File: config.mk
export PLATFORM = sky130hd
export DESIGN_NAME = ir_fetch_ctrl
export DESIGN_NICKNAME = d
export VERILOG_FILES = /design/src/rtl/ir_pkg.sv /design/src/rtl/ir_fetch_ctrl.sv
export SDC_FILE = /design/constraint.sdc
export NUM_CORES = 1
export LEC_CHECK = 0
export ABC_AREA = 1
export BUFFER_PORTS_ARGS = -buffer_cell sky130_fd_sc_hd__buf_2
export CORE_ASPECT_RATIO = 0.6
export CORE_MARGIN = 10
export CORE_UTILIZATION = 45
export DETAILED_ROUTE_END_ITERATION = 8
export HOLD_SLACK_MARGIN = 0.1
export PLACE_DENSITY_LB_ADDON = 0.08
export SLEW_MARGIN = 40
export SYNTH_ARGS = -nofsm -noshare
export SYNTH_HDL_FRONTEND = slang
export SYNTH_SLANG_ARGS = --single-unit
export TNS_END_PERCENT = 50
File: constraint.sdc
create_clock -name clk -period 1.7 [get_ports clk]
set_input_delay 0.51 -clock clk [delete_from_list [all_inputs] [get_ports clk]]
set_output_delay 0.51 -clock clk [all_outputs]
set_load 0.02 [all_outputs]
File: src/rtl/ir_pkg.sv
// Shared IR definitions: function-select codes, half-select codes and the
// fetch sequencer state encoding.
package ir_pkg;

   localparam logic [1:0] IR_FUNSEL_CLR  = 2'b00;
   localparam logic [1:0] IR_FUNSEL_LOAD = 2'b01;
   localparam logic [1:0] IR_FUNSEL_DEC  = 2'b10;
   localparam logic [1:0] IR_FUNSEL_INC  = 2'b11;

   localparam logic IR_HALF_LO = 1'b0;
   localparam logic IR_HALF_HI = 1'b1;

   typedef enum logic [2:0] {
      ST_IDLE  = 3'd0,
      ST_CLR   = 3'd1,
      ST_RD_LO = 3'd2,
      ST_LD_LO = 3'd3,
      ST_RD_HI = 3'd4,
      ST_LD_HI = 3'd5,
      ST_VALID = 3'd6
   } fetch_state_t;

endpackage

File: src/rtl/ir_fetch_ctrl.sv
// Instruction fetch sequencer: reads two bytes at PC, loads the 16-bit IR in
// halves and offers it to the decoder. Optional mem_ack timeout: FETCH_TIMEOUT_EN.
module ir_fetch_ctrl
   import ir_pkg::*;
#(
   parameter int                ADDR_W   = 16,
   parameter logic [ADDR_W-1:0] RESET_PC = '0,
   parameter int                TIMEOUT  = 15
) (
   input  logic              clk,
   input  logic              rst_n,
   input  logic              fetch_req,
   input  logic              pc_load,
   input  logic [ADDR_W-1:0] pc_load_val,
   output logic [ADDR_W-1:0] pc,
   output logic              mem_rd,
   output logic [ADDR_W-1:0] mem_addr,
   input  logic [7:0]        mem_rdata,
   input  logic              mem_ack,
   output logic              ir_e,
   output logic [1:0]        ir_funsel,
   output logic              ir_l_h,
   output logic [7:0]        ir_byte,
   output logic              instr_valid,
   input  logic              instr_ready,
   output logic              fetch_err
);

   fetch_state_t      r_state;
   fetch_state_t      w_state_nxt;
   logic [ADDR_W-1:0] r_pc;
   logic [ADDR_W-1:0] w_pc_nxt;
   logic [ADDR_W-1:0] w_pc_inc1;
   logic [7:0]        r_data;
   logic [7:0]        w_data_nxt;
   logic              w_timeout;

   if (TIMEOUT < 1) begin : g_bad_timeout
      $error("ir_fetch_ctrl: TIMEOUT must be at least 1");
   end

   assign w_pc_inc1 = r_pc + ADDR_W'(1);

   // NOTE: state registers use non-blocking assignments so every flop samples
   // the pre-edge values; blocking here would create order-dependent races.
   always_ff @(posedge clk or negedge rst_n) begin
      if (!rst_n) begin
         r_state <= ST_IDLE;
         r_pc    <= RESET_PC;
         r_data  <= '0;
      end else begin
         r_state <= w_state_nxt;
         r_pc    <= w_pc_nxt;
         r_data  <= w_data_nxt;
      end
   end

   // NOTE: every combinational output gets a default before the case so no
   // path leaves it unassigned, which would otherwise infer a latch.
   always_comb begin
      w_state_nxt = r_state;
      w_pc_nxt    = r_pc;
      w_data_nxt  = r_data;
      case (r_state)
         ST_IDLE:  if (fetch_req) w_state_nxt = ST_CLR;
         ST_CLR:   w_state_nxt = ST_RD_LO;
         ST_RD_LO: begin
            if (mem_ack) begin
               w_data_nxt  = mem_rdata;
               w_state_nxt = ST_LD_LO;
            end else if (w_timeout) begin
               w_state_nxt = ST_IDLE;
            end
         end
         ST_LD_LO: w_state_nxt = ST_RD_HI;
         ST_RD_HI: begin
            if (mem_ack) begin
               w_data_nxt  = mem_rdata;
               w_state_nxt = ST_LD_HI;
            end else if (w_timeout) begin
               w_state_nxt = ST_IDLE;
            end
         end
         ST_LD_HI: w_state_nxt = ST_VALID;
         ST_VALID: begin
            if (instr_ready) begin
               w_pc_nxt    = r_pc + ADDR_W'(2);
               w_state_nxt = fetch_req ? ST_CLR : ST_IDLE;
            end
         end
         default:  w_state_nxt = ST_IDLE;
      endcase
      // A PC load aborts the fetch; a half-written IR is cleared by the next fetch.
      if (pc_load) begin
         w_state_nxt = ST_IDLE;
         w_pc_nxt    = pc_load_val;
         w_data_nxt  = r_data;
      end
   end

   always_comb begin
      mem_rd      = 1'b0;
      mem_addr    = '0;
      ir_e        = 1'b0;
      ir_funsel   = IR_FUNSEL_CLR;
      ir_l_h      = IR_HALF_LO;
      ir_byte     = 8'h00;
      instr_valid = 1'b0;
      case (r_state)
         ST_CLR:   ir_e = 1'b1;
         ST_RD_LO: begin
            mem_rd   = 1'b1;
            mem_addr = r_pc;
         end
         ST_LD_LO: begin
            ir_e      = 1'b1;
            ir_funsel = IR_FUNSEL_LOAD;
            ir_byte   = r_data;
         end
         ST_RD_HI: begin
            mem_rd   = 1'b1;
            mem_addr = w_pc_inc1;
         end
         ST_LD_HI: begin
            ir_e      = 1'b1;
            ir_funsel = IR_FUNSEL_LOAD;
            ir_l_h    = IR_HALF_HI;
            ir_byte   = r_data;
         end
         ST_VALID: instr_valid = 1'b1;
         default:  ;
      endcase
   end

   assign pc = r_pc;

`ifdef FETCH_TIMEOUT_EN
   localparam int WAIT_W = (TIMEOUT > 1) ? $clog2(TIMEOUT) : 1;

   logic [WAIT_W-1:0] r_wait_cnt;
   logic              r_err;
   logic              w_in_rd;

   assign w_in_rd   = (r_state == ST_RD_LO) || (r_state == ST_RD_HI);
   assign w_timeout = w_in_rd && !mem_ack && (r_wait_cnt == WAIT_W'(TIMEOUT - 1));

   // Counter is zero outside the read states, so it starts clean on every entry.
   always_ff @(posedge clk or negedge rst_n) begin
      if (!rst_n) begin
         r_wait_cnt <= '0;
         r_err      <= 1'b0;
      end else begin
         r_err <= w_timeout && !pc_load;
         if (w_in_rd && !mem_ack && !w_timeout && !pc_load)
            r_wait_cnt <= r_wait_cnt + WAIT_W'(1);
         else
            r_wait_cnt <= '0;
      end
   end

   assign fetch_err = r_err;
`else
   assign w_timeout = 1'b0;
   assign fetch_err = 1'b0;
`endif

endmodule

Word-level counts from Yosys, hierarchy flattened --
Index checks and enable logic that the tools add are counted.
Cells by class: add/subtract/negate cells 2, multipliers 0, divide/modulo/power cells 0, $lt $le $gt $ge 0, eq/ne operators 10, shift operators 0, multiplexer cells 17, bitwise operators 1, reductions and logical operators 9
Operator list (count):
- two-way mux 16 bit | 3
- case mux 16 bit (2 select lines) | 1
- case mux 3 bit (7 select lines) | 1
- adder 16 x 1 -> 16 bit, second input constant | 1
- adder 16 x 2 -> 16 bit, second input constant | 1
- two-way mux 3 bit | 5
- != test 3 bit, second input constant | 4
- == test 3 bit, second input constant | 3
- two-way mux 8 bit | 1
- == test 3 x 2 -> 1 bit, second input constant | 2
- two-way mux 1 bit | 6
- AND reduction 4 bit | 1
- nonzero test 2 bit | 2
- OR reduction 2 bit | 2
- == test 3 x 1 -> 1 bit, second input constant | 1
- logical NOT 3 bit | 1
- AND reduction 3 bit | 1
- OR reduction 3 bit | 1
- AND reduction 2 bit | 1
- NOT 1 bit | 1
Word-level totals: register bits after elaboration 27, bits in latches 0, RAM bits 0, ROM bits 0, bits of input ports 30, output and inout bits 47, word-level logic and storage cells 42, memories kept 0

Logic depth before layout (Yosys ltp) --
Gate-level depths: netlist of the first run.
depth in word-level cells 4, gate-level depth with buffers 9, mapped depth without buffers 9

Least setup slack after synthesis of the first run --
OpenSTA, ideal clock, no wires.
path kind register to output, start point reg r_pc[2], in the netlist pc[2], end point out mem_addr[9], arrival time 1556 ps, data required time 1190 ps, setup slack -366 ps, stages on the path, launching flop included 9, cells stage by stage dfrtp_1 > ha_1 > inv_1 > nor2_1 > nand2_1 > nor2_1 > nand2_1 > nand4_1 > nand2_1
On the way: word-level cells in the longest chain between the ends 2
Ends and longest elaborated chain:
- start, declared | RTL line ir_fetch_ctrl.sv:31 | logic [ADDR_W-1:0] r_pc;
- start signal, assigned | RTL line ir_fetch_ctrl.sv:53 | r_pc <= w_pc_nxt;
- adder 16 x 1 -> 16 bit | RTL line ir_fetch_ctrl.sv:42 | assign w_pc_inc1 = r_pc + ADDR_W'(1);
- case mux 16 bit (2 select lines) | RTL line ir_fetch_ctrl.sv:109 | case (r_state)
- end, declared | RTL line ir_fetch_ctrl.sv:17 | output logic [ADDR_W-1:0] mem_addr,
No other way between the ends.

Final worst setup path of the first run --
Same ends and word-level chain as after synthesis.

==> reports/metrics.yaml, run 1 <==
status: "finished with violations"
violations: "negative setup slack"
synth_top_area_share: 0.329
dpl_cell_area_um2: 3040
synthesis.area_um2: 2050
avgSynthCellArea_um2: 6.28
cts.clk_slew.worst_paths_ns: 0.11
synth_top_flop_cell: "dfrtp_1"
start_kind: "register"
postRouteAntennaNets: 0
fin_cells: 528
insertion_delay_ns: 0.29
cts_hold_buf: 0
core-area_um2: 4260
die_w_um: 107
finalCritPeriodShare: 1.31
chipHeight_um: 72.3
ys_ff_latch: 27
crit_fanout: 4
ys_async_sr_fraction: 1.00
register_area_um2: 687
finalWorstSetupSlack_ns: -0.531
place.gp.congestion: 0.930
skew_ns: 0.0116
min_period_ns: 2.23
fin_tns_setup_ns: -10.95
cts_tree: "yes"
worst_ep_required_time_ns: 1.19
p_clk_frac: 0.136
grt_overflow: 0
setup_violations: 34
drive_above_1_share: 0.524
grt_max_degree: 17
fillers: 249
grt_pass1_vias: 2737
crit_slowest_cell: "dfrtp_2"
grt_use_total: 0.215
route.detailed.drc: 0
final_util: 0.865
syn-instance-count: 327
yosysMostFrequentCell: "nand2_1"
routed_wl_um: 9320
dp_hpwl_um: 6280
synth-seq-area-share: 0.329
hold_viol: 0
antennaDiodeCount: 0
htreeDepth: 1
p_total_mw: 2.96
pin_count: 77
area_growth_pct: 79.2
hp-class: "in -> async"
drt_first_pass_iters: 4
vdd_drop_max_v: 0.000569
fin_nets: 501
dp_worst_setup_slack_ns: -0.261
num_vias: 2837
cts_buffers: 3
yosysTopAreaCell: "dfrtp_1"
p_int_mw: 1.67
multi_input_area_um2: 1530
cts_max_path_buffers: 2
p_seq_frac: 0.299
grt_antenna_before_repair: 0
synth_area_leaders: "dfrtp_1 (33%), nand2_1 (16%), nor2_1 (9.0%)"
leakage_nw: 1.84
grt_setup_unrepaired: "true"
combPwrFrac: 0.566
power_switching_mw: 1.29
maxSlewViolCount: 0
hold_slack_ns: 0.124
grt_pass1_wl_um: 13700
power_density_nw_per_um2: 804
root_buffer: "clkbuf_8"
slowest_delay_ns: 0.44
worstPathCellList: "ha_4, inv_4, nor2_4, nand2_4, nor2_4, nand2_2, nand4_1, nand2_2, buf_6"
design_area_um2: 3680
clock_sinks: 27
maxCapViolCount: 0
placed_cells: 507
first_iter_violations: 249
synth.distinct_cells: 31
row_count: 18
switching_share: 0.436
start_util: 0.483
avgViaCountPerCell: 5.37
dieArea_um2: 7760
yosys_warnings: 0
wire_per_inst_um: 17.6
endpoint_kind: "primary output"
numPortBuffers: 74
clock.fmax_mhz: 448
arrival_ns: 1.72
synth_edf_count: 0
synthTopCellsByCount: "nand2_1 (88), nor2_1 (49), inv_1 (46)"
critPathKind: "reg -> out"
[layout by cell type, fill, tap and decap left out, types with 2 or more instances in the layout]
| cell type | n |
|---|---|
| nand2_1 | 72 |
| buf_4 | 62 |
| buf_2 | 43 |
| buf_6 | 36 |
| inv_1 | 34 |
| nor2_1 | 28 |
| nand3_1 | 24 |
| nor2_4 | 18 |
| dfrtp_1 | 18 |
| a21oi_1 | 15 |
| nand2_2 | 12 |
| o21ai_2 | 11 |
| o21ai_0 | 11 |
| dfrtp_2 | 9 |
| inv_2 | 7 |
| nand2_4 | 7 |
| nor2_2 | 6 |
| o21ai_1 | 6 |
| nand3_2 | 6 |
| inv_4 | 4 |
| nand4_1 | 4 |
| o211ai_1 | 3 |
| clkbuf_8 | 3 |
| buf_12 | 3 |
| nand3_4 | 2 |
| o22ai_2 | 2 |
| a21oi_2 | 2 |
| xor2_1 | 2 |
| ha_4 | 2 |
| conb_1 | 2 |
[sequential cells by signal, summed over array words and instances, names as in the netlist]
register / count
r_state: 3
r_data: 8
pc: 16
[power groups by stage]
stage               combinational (mW)  clock, mW  sequential [mW]
floorplan                        0.644          0            0.933
global placement                  1.20          0            0.874
detailed placement                1.23          0            0.879
CTS                               1.49      0.408            0.864
global route                      1.80      0.440            0.901
finish                            1.67      0.401            0.884
[routing by layer]
metal  GRT usage  vias to the layer above  wire length [um]
met5           0                        -                 0
met4      0.0553                        0               227
met3      0.0688                       23              1010
met2       0.336                      155              4320
met1       0.278                     1324              3770
li1            -                     1335                 -
[critical path: cells and delay by family, from the launching register on]
family,cells,cell delay [ns]
buf+inv,2,0.18
simple gates,6,0.62
flops,1,0.44
fa+ha+maj,1,0.18
[layout make-up]
cell class | count | area share
multi-input cells | 246 | 0.415
repair buffers | 144 | 0.311
flip-flops and latches | 27 | 0.187
inverters | 47 | 0.0540
well taps | 60 | 0.0204
clock buffers | 3 | 0.0112
clock inverters | 1 | 0.00204
[repair_timing]
item	4_1_cts	5_1_grt
setup endpoints to repair	36	39
pin swaps	18	11
buffers inserted	13	5
resized for setup	85	64
[kinds of logic (layout without fill, tap and decap cells)]
group	count (synthesis)	in the layout	share of synthesized area
buffers and inverters	55	195	0.109
AOI/OAI and AO/OA	57	57	0.151
adders and majority gates	2	2	0.0122
and+or+nand+nor	183	183	0.389
xor gates and xnor gates	2	2	0.00853
other	1	2	0.00183
DFF	27	27	0.329
[worst paths after layout]
kind	start	endpoint	slack (ns)	cells past startpoint
max	pc[2]	mem_addr[9]	-0.53	9
min	rst_n	pc[14]	0.12	1
max reg2reg	r_state[1]	pc[14]	-0.02	11
min reg2reg	r_data[6]	r_data[6]	0.56	2
max in group asynchronous	rst_n	r_state[2]	1.14	2
min in group clk	pc_load_val[11]	pc[11]	0.42	3
Power figures use the tool's default switching activity.
==> run 2: changes to the inputs <==
--- a/config.mk
+++ b/config.mk
@@ -12,7 +12,7 @@
 export CORE_UTILIZATION = 45
 export DETAILED_ROUTE_END_ITERATION = 8
 export HOLD_SLACK_MARGIN = 0.1
-export PLACE_DENSITY_LB_ADDON = 0.08
+export PLACE_DENSITY = 0.77
 export SLEW_MARGIN = 40
 export SYNTH_ARGS = -nofsm -noshare
 export SYNTH_HDL_FRONTEND = slang
==> run 2 against run 1 <==
  * Highest routed layer unchanged
  * Sequential power grew 2%
  * Core utilization shrank 1.8 points
  * Maximum frequency shrank 1.2%
  * The flow still finishes with violations (negative setup slack)
  * Clock skew shrank 0.0039 ns
  * Cell area shrank 2.1%
  * Critical path type unchanged
==> reports/metrics.yaml, run 2 (synthesis gave the netlist of run 1 again) <==
status: "finished with violations"  # unchanged
first_iter_violations: 404  # was 249
critPathKind: "reg -> out"  # unchanged
min_period_ns: 2.26  # was 2.23 ns
root_buffer: "clkbuf_8"  # unchanged
route.detailed.drc: 0  # unchanged
clock.fmax_mhz: 443  # was 448 MHz
grt_max_degree: 17  # unchanged
arrival_ns: 1.75  # was 1.72 ns
skew_ns: 0.00769  # was 0.0116 ns
endpoint_kind: "primary output"  # unchanged
maxCapViolCount: 0  # unchanged
largest_reg_flops: 16  # unchanged
r2r_slack_ns: 0.04  # was -0.02 ns
power_density_nw_per_um2: 812  # was 804 nW/um2
grt_antenna_before_repair: 0  # unchanged
layout_commonest_cell: "nand2_1"  # unchanged
wire_per_inst_um: 18.8  # was 17.6 um
finalCritPeriodShare: 1.33  # was 1.31
grt_use_total: 0.224  # was 0.215
routed_wl_um: 9800  # was 9320 um
hp-class: "in -> async"  # unchanged
drive_above_1_share: 0.525  # was 0.524
cts.clk_slew.worst_paths_ns: 0.10  # was 0.11 ns
clock_sinks: 27  # unchanged
place.gp.congestion: 0.978  # was 0.930
die_w_um: 107  # unchanged
cts_tree: "yes"  # unchanged
grt_pass1_wl_um: 14300  # was 13700 um
antennaDiodeCount: 0  # unchanged
path_buf_inv: 2  # unchanged
leakage_nw: 1.81  # was 1.84 nW
pin_count: 77  # unchanged
start_util: 0.483  # unchanged
cts_hold_buf: 0  # unchanged
cts_max_path_buffers: 2  # unchanged
dp_hpwl_um: 6250  # was 6280 um
crit_slowest_cell: "dfrtp_2"  # unchanged
grt_setup_unrepaired: "true"  # unchanged
core-area_um2: 4260  # unchanged
row_count: 18  # unchanged
maxSlewViolCount: 0  # unchanged
hold_viol: 0  # unchanged
chipHeight_um: 72.3  # unchanged
avgViaCountPerCell: 5.73  # was 5.37
area_growth_pct: 75.5  # was 79.2%
worst_ep_required_time_ns: 1.19  # about the same
vdd_drop_max_v: 0.000552  # was 0.000569 V
design_area_um2: 3600  # was 3680 um2
worstPathCellList: "ha_4, nand2_4, nor2_4, inv_2, nor2_2, nand2_1, nand3_1, nand2_2, buf_4"  # was ha_4, inv_4, nor2_4, nand2_4, nor2_4, nand2_2, nand4_1, nand2_2, buf_6
crit_fanout: 4  # unchanged
slowest_delay_ns: 0.45  # was 0.44 ns
violations: "negative setup slack"  # unchanged
cp_top_family: "simple AND/OR/NAND/NOR gates"  # unchanged
start_kind: "register"  # unchanged
grt_overflow: 0  # unchanged
num_vias: 2983  # was 2837
finalWorstSetupSlack_ns: -0.558  # was -0.531 ns
postRouteAntennaNets: 0  # unchanged
htreeDepth: 1  # unchanged
final_util: 0.847  # was 0.865
numPortBuffers: 74  # unchanged
drt_first_pass_iters: 6  # was 4
grt_pass1_vias: 2903  # was 2737
fin_nets: 494  # was 501
final_cell_mix: "nand2_1 (70), buf_4 (61), buf_2 (46), inv_1 (35), nor2_1 (27)"  # was nand2_1 (72), buf_4 (62), buf_2 (43), buf_6 (36), inv_1 (34)
cts_buffers: 3  # unchanged
setup_violations: 29  # was 34
dpl_cell_area_um2: 3020  # was 3040 um2
dieArea_um2: 7760  # unchanged
insertion_delay_ns: 0.28  # was 0.29 ns
-- run 2: cell count changes in the layout (fill, tap and decap cells not counted), sizes merged --
cell and delta:
clkinvlp -1, buf -7, inv +1
-- run 2: final timing paths --
check / endpoint / depth (start not counted) / startpoint
worst max-delay path: mem_addr[12] / 9 / pc[1]
worst min-delay path: pc[13] / 1 / rst_n
worst max register to register: pc[13] / 10 / r_state[1]
worst min register to register: r_data[1] / 2 / r_data[1]
max in group asynchronous: pc[4] / 2 / rst_n
min in group clk: pc[0] / 3 / pc_load_val[0]
-- run 2: layout make-up --
class                      instances  area, um2
multi-input combinational        246       1550
tap                               60       75.1
clock buffer                       3       41.3
sequential                        27        686
clock inverter                     1       5.00
timing repair buffer             137       1060
inverter                          47        184
fill                             222        652
-- run 2: where the power goes --
group          switching, mW  internal, mW  leakage, nW
combinational          0.968         0.672         1.48
clock                  0.223         0.165       0.0255
sequential             0.113         0.785        0.307
-- run 2: layer usage --
| layer | vias up | global-route usage | wire length [um] |
|---|---|---|---|
| li1 | 1318 | - | - |
| met1 | 1373 | 0.279 | 3610 |
| met2 | 243 | 0.370 | 4420 |
| met3 | 49 | 0.0653 | 1390 |
| met4 | 0 | 0.0643 | 382 |
| met5 | - | 0 | 0 |
-- run 2: what timing repair did --
action | 4_1_cts | 5_1_grt
buffers inserted | 8 | 4
pin swaps | 11 | 12
setup endpoints to repair | 29 | 40
gates resized for setup | 85 | 50
-- run 2: metrics by stage --
stage	setup TNS (ns)	hold WS (ns)	std cells	total power, mW	worst slack [ns]
6_report	-11.17	0.133	521	2.93	-0.558
5_1_grt	-12.78	0.149	521	3.07	-0.644
4_1_cts	-9.03	0.141	517	2.68	-0.438
3_5_place_dp	-3.08	0.450	505	2.09	-0.192
3_3_place_gp	-2.61	0.442	505	2.04	-0.135
2_1_floorplan	-0.681	0.214	328	1.58	-0.109
